[config.mk]
export PLATFORM = sky130hd
export DESIGN_NAME = irom_boot_loader
export DESIGN_NICKNAME = d
export VERILOG_FILES = /design/src/rtl/irom_boot_loader.sv
export SDC_FILE = /design/constraint.sdc
export NUM_CORES = 1
export LEC_CHECK = 0
export CAP_MARGIN = 20
export CORE_MARGIN = 1.5
export CORE_UTILIZATION = 51
export DETAILED_ROUTE_END_ITERATION = 6
export GPL_TIMING_DRIVEN = 0
export PLACE_DENSITY = 0.72
export REMOVE_ABC_BUFFERS = 1
export SLEW_MARGIN = 20
export SYNTH_ARGS = -nofsm -noshare
export SYNTH_HDL_FRONTEND = slang
export SYNTH_SLANG_ARGS = --single-unit
[constraint.sdc]
create_clock -name clk -period 2.8 [get_ports clk]
set_clock_uncertainty 0.05 [all_clocks]
set_input_delay 0.56 -clock clk [delete_from_list [all_inputs] [get_ports clk]]
set_output_delay 0.56 -clock clk [all_outputs]
set_load 0.02 [all_outputs]
[src/rtl/irom_boot_loader.sv]
// irom_boot_loader: receives a byte stream (word count, data words, checksum),
// writes the image into instruction memory and releases the CPU from reset
// once the XOR checksum of all data words matches.
module irom_boot_loader #(
    parameter int ADDR_WIDTH = 10,
    parameter int TIMEOUT    = 1000000
) (
    input  logic                  clk,
    input  logic                  rst_n,
    input  logic                  rx_valid,
    input  logic [7:0]            rx_data,
    output logic                  rx_ready,
    output logic                  mem_we,
    output logic [ADDR_WIDTH-1:0] mem_addr,
    output logic [31:0]           mem_wdata,
    output logic                  cpu_rst_n,
    output logic                  boot_done,
    output logic                  boot_err
);

    typedef enum logic [2:0] {
        HDR,
        DATA,
        CSUM,
        DONE,
        ERR
    } state_t;

    localparam int          TW        = $clog2(TIMEOUT + 1);
    localparam logic [32:0] MAX_WORDS = 33'd1 << ADDR_WIDTH;

    state_t                state;
    logic [1:0]            byte_idx;
    logic [23:0]           byte_buf;
    logic [ADDR_WIDTH:0]   word_cnt;
    logic [ADDR_WIDTH:0]   n_words;
    logic [31:0]           checksum;
    logic [TW-1:0]         idle_cnt;
    logic                  started;

    logic                  accept;
    logic                  word_full;
    logic [31:0]           word;
    logic [ADDR_WIDTH:0]   cnt_next;
    logic                  active;
    logic                  idle_expired;

    // Byte handshake, word assembly view and timeout detection
    always_comb begin
        accept       = rx_valid && rx_ready;
        word_full    = accept && (byte_idx == 2'd3);
        word         = {rx_data, byte_buf};
        cnt_next     = word_cnt + 1'b1;
        active       = (state == HDR) || (state == DATA) || (state == CSUM);
        idle_expired = started && active && !accept && (idle_cnt == TW'(TIMEOUT - 1));
    end

    // Loader state machine with registered outputs
    always_ff @(posedge clk) begin
        if (!rst_n) begin
            state     <= HDR;
            byte_idx  <= '0;
            byte_buf  <= '0;
            word_cnt  <= '0;
            n_words   <= '0;
            checksum  <= '0;
            idle_cnt  <= '0;
            started   <= 1'b0;
            rx_ready  <= 1'b0;
            mem_we    <= 1'b0;
            mem_addr  <= '0;
            mem_wdata <= '0;
            cpu_rst_n <= 1'b0;
            boot_done <= 1'b0;
            boot_err  <= 1'b0;
        end else begin
            mem_we <= 1'b0;

            if (accept) begin
                byte_idx <= byte_idx + 1'b1;
                started  <= 1'b1;
                idle_cnt <= '0;
                case (byte_idx)
                    2'd0:    byte_buf[7:0]   <= rx_data;
                    2'd1:    byte_buf[15:8]  <= rx_data;
                    2'd2:    byte_buf[23:16] <= rx_data;
                    default: ;
                endcase
            end else if (started && active) begin
                idle_cnt <= idle_cnt + 1'b1;
            end

            case (state)
                HDR: begin
                    rx_ready <= 1'b1;
                    if (word_full) begin
                        if ({1'b0, word} > MAX_WORDS) begin
                            state    <= ERR;
                            rx_ready <= 1'b0;
                            boot_err <= 1'b1;
                        end else if (word == '0) begin
                            state <= CSUM;
                        end else begin
                            n_words <= word[ADDR_WIDTH:0];
                            state   <= DATA;
                        end
                    end
                end
                DATA: begin
                    rx_ready <= 1'b1;
                    if (word_full) begin
                        mem_we    <= 1'b1;
                        mem_addr  <= word_cnt[ADDR_WIDTH-1:0];
                        mem_wdata <= word;
                        checksum  <= checksum ^ word;
                        word_cnt  <= cnt_next;
                        if (cnt_next == n_words)
                            state <= CSUM;
                    end
                end
                CSUM: begin
                    rx_ready <= 1'b1;
                    if (word_full) begin
                        rx_ready <= 1'b0;
                        if (word == checksum) begin
                            state     <= DONE;
                            cpu_rst_n <= 1'b1;
                            boot_done <= 1'b1;
                        end else begin
                            state    <= ERR;
                            boot_err <= 1'b1;
                        end
                    end
                end
                DONE: begin
                    rx_ready  <= 1'b0;
                    cpu_rst_n <= 1'b1;
                    boot_done <= 1'b1;
                end
                default: begin
                    rx_ready  <= 1'b0;
                    cpu_rst_n <= 1'b0;
                    boot_err  <= 1'b1;
                end
            endcase

            // Timeout only fires on a cycle with no accepted byte, so it never
            // collides with a word completion above.
            if (idle_expired) begin
                state    <= ERR;
                rx_ready <= 1'b0;
                boot_err <= 1'b1;
            end
        end
    end

endmodule
==> impl_metrics.csv <==
group,metric,value,unit
critical_path,rrSetupSlack,130,ps
power_and_ir_drop,finalPower,4.60,mW
yosys,yosysWarnings,0,
power_and_ir_drop,cellPowerDensity,574,nW/um^2
floorplan,fp.dieH,118,microns
yosys,synth_top_area_share,45.1,%
cells_and_area,fill_cells,1134,
cells_and_area,final_nets,809,
sta,finalSetupViolCount,0,
power_and_ir_drop,p_switching,0.990,mW
sta,maxSlewViolCount,0,
critical_path,reg2reg_from,"word_cnt[0]",
clock_tree,cts_buffer_depth,2,
sta,setup_ws,127,ps
placed_design,post_dp_cell_area,7390,sq um
power_and_ir_drop,power.clock.fraction,48.9,%
critical_path,reg2reg_depth,8,
route,remaining_drc_errors,0,
worst_hold_path,holdPathStages,2,
critical_path,cp_data_required_time,3060,ps
yosys,synth_top_area_cell,"dfxtp_1",
power_and_ir_drop,pwr-share-comb,3.7,%
yosys,ys_seq_area_share,45.1,%
critical_path,critPathLaunchType,"register",
clock_tree,numCtsBuffers,17,
sta,fin_crit,2670,ps
yosys,ys.flop_type,"dfxtp_1",
cells_and_area,final_area,8010,sq um
critical_path,cp_max_fo,8,
clock_tree,hold_buffers,0,
route,first_pass_iters,4,
clock_tree,cts.sinks,151,
global_route,grt_pass1_vias,5311,
sta,worstMarginPinSlew,1040,ps
route,dr_total_vias,5161,
yosys,synthesis.area,6700,sq um
yosys,ys_top_cells_by_area,"dfxtp_1 45%, a21boi_0 8.2%, nand2_1 7.6%",
sta,fmax,0.374,GHz
placed_design,dp_hpwl,9770,microns
route,drtAntennaViolNets,0,
route,drtIter0Drc,399,
yosys,ys_seq_elements,151,
clock_tree,cts_root_buf,"clkbuf_16",
job,maxCapViolCount,0,
clock_tree,clk_pin_slew,60,ps
global_route,antenna_found_initial,0,
cells_and_area,diodes,0,
yosys,synth_area_per_cell,8.87,sq um
power_and_ir_drop,ir_drop,0.000567,V
critical_path,cp_data_arrival_time,2930,ps
clock_tree,clk_latency,430,ps
floorplan,die_w,118,microns
clock_tree,h-tree-depth,4,
power_and_ir_drop,seq_power_share,47.4,%
floorplan,fp-row-count,41,
sta,hold_viol_final,0,
route,drt-total-wl,14400,microns
worst_hold_path,hold_path.class,"reg2reg",
global_route,grt_use_total,21.9,%
cells_and_area,area_delta_synth_final,19.6,%
placed_design,place_worst_setup_slack,-359,ps
critical_path,critPathCaptureType,"register",
placed_design,portBuffers,57,
yosys,async_flop_share,0,%
global_route,grt_max_degree,67,
floorplan,start_util,52.7,%
power_and_ir_drop,p_leak,3.07,nW
critical_path,r2r_end,"state[2]",
placed_design,dp.cells,945,
route,wire_per_inst,14.8,microns
yosys,postSynthCellCount,755,
placed_design,routabilityCongestion,0.828,
critical_path,critical_path_class,"reg2reg",
floorplan,coreArea,12700,sq um
power_and_ir_drop,switching_share,21.5,%
critical_path,crit_path_end,"state[2]",
critical_path,crit_path_start,"word_cnt[0]",
cells_and_area,drive_gt1_share,5.84,%
floorplan,dieArea,13800,sq um
floorplan,ios,58,
yosys,synth_edf_count,0,
power_and_ir_drop,p_int,3.61,mW
sta,slew_headroom,30.5,%
sta,whs,410,ps
cells_and_area,fin_cells,977,
yosys,synthDistinctLibCells,44,
global_route,grt.overflow.total,0,
route,vias_per_cell,5.28,
global_route,grt_pass1_wl,24800,microns
sta,period_share,95.5,%
status,outcome,"complete, no violations",
clock_tree,cts_tree,"yes",
power by group through the flow:
stage / clock network (mW) / logic (mW) / registers, mW
final: 2.25 / 0.168 / 2.18
after CTS: 2.29 / 0.167 / 2.18
after global routing: 2.39 / 0.185 / 2.18
after global placement: 0 / 0.167 / 2.23
after detailed placement: 0 / 0.166 / 2.23
after floorplan: 0 / 0.0876 / 2.22
metrics by stage:
stage,TNS [ps],utilization [%]
after floorplan,0,-
after global placement,-189600,57.5
after detailed placement,-4570,58.1
after CTS,0,62.7
after global routing,-54.1,63.0
final,0,63.0
how the worst min path moves through the flow:
stage | start | endpoint | slack (ps)
finish | mem_wdata[13] | mem_wdata[13] | 410
global route | mem_wdata[5] | mem_wdata[5] | 440
CTS | mem_wdata[13] | mem_wdata[13] | 410
detailed placement | mem_wdata[13] | mem_wdata[13] | 410
global placement | mem_addr[0] | mem_addr[0] | 400
floorplan | started | started | 400
worst max-delay path: stages, from the launching register on:
cell and delay (ps):
dfxtp_1 480, ha_2 300, nand4b_1 160, a211oi_2 350, nand3_1 120, a2111oi_0 290
o2111ai_1 210, a21boi_0 220, o311a_1 380
cell type report:
cell class,count,area [sq um],share of cell area [%]
clock inverters,7,65.1,0.812
clock buffers,25,526,6.56
well taps,172,215,2.69
flip-flops and latches,151,3020,37.7
multi-input cells,553,3510,43.8
inverters,9,33.8,0.422
repair buffers,60,643,8.03
registers in the layout (all words and copies together) (netlist names):
name and flops:
mem_addr 10, state 3, boot_done 1, started 1, cpu_rst_n 1, mem_wdata 32
mem_we 1, checksum 32, word_cnt 11, rx_ready 1, boot_err 1, byte_buf 24
idle_cnt 20, byte_idx 2, n_words 11
what timing repair did:
action,in CTS,in global routing
setup buffers,0,0
setup endpoints to repair,0,15
gates resized for setup,0,8
layout by cell type (no fill, tap or decap), types with 2 or more instances in the layout:
master           netlist  final
dfxtp_1              151    151
nand2_1              135    135
a21boi_0              73     73
xor2_1                55     55
clkdlybuf4s50_1        0     53
xnor2_1               49     49
and2_1                45     45
nand3_1               38     37
nor2_1                34     34
clkbuf_16              0     17
mux2i_1               14     14
nor2b_1               12     12
nor4_1                15     12
nand4_1               10     10
inv_1                  9      9
nor3_1                 8      8
o21ai_0                8      8
and3_1                 9      8
a21oi_1                7      7
clkbuf_8               0      7
or3_1                  6      6
ha_1                   6      5
o21a_1                 4      4
clkinv_2               0      4
nand2b_1               3      3
nor4_2                 0      3
dlymetal6s2s_1         0      3
or4_4                  2      2
nand3_2                1      2
nand4b_1               2      2
clkinvlp_4             0      2
buf_12                 0      2
metal layers:
metal  global-route usage, %  vias up  share of wire [%]
li1                        -     2582                  -
met1                    27.0     2455                 46
met2                    36.8       99                 49
met3                    5.57       25                3.8
met4                    8.16        0                1.9
met5                       0        -                  0
kinds of logic after synthesis:
kind of cell	Yosys count	synth area share, %
AOI/OAI and AO/OA	101	10.9
xor gates and xnor gates	104	13.6
adders and majority gates	6	1.12
buffers and inverters	51	3.03
DFF	151	45.1
muxes	14	2.09
and+or+nand+nor	328	24.1
synthesized netlist by cell type (12+ instances only):
library cell,count
clkbuf_1,35
nand2_1,135
nand3_1,38
mux2i_1,14
nor2_1,34
nor2b_1,12
xor2_1,55
dfxtp_1,151
a21boi_0,73
xnor2_1,49
nor4_1,15
and2_1,45
(Power assumes the default switching activity.)
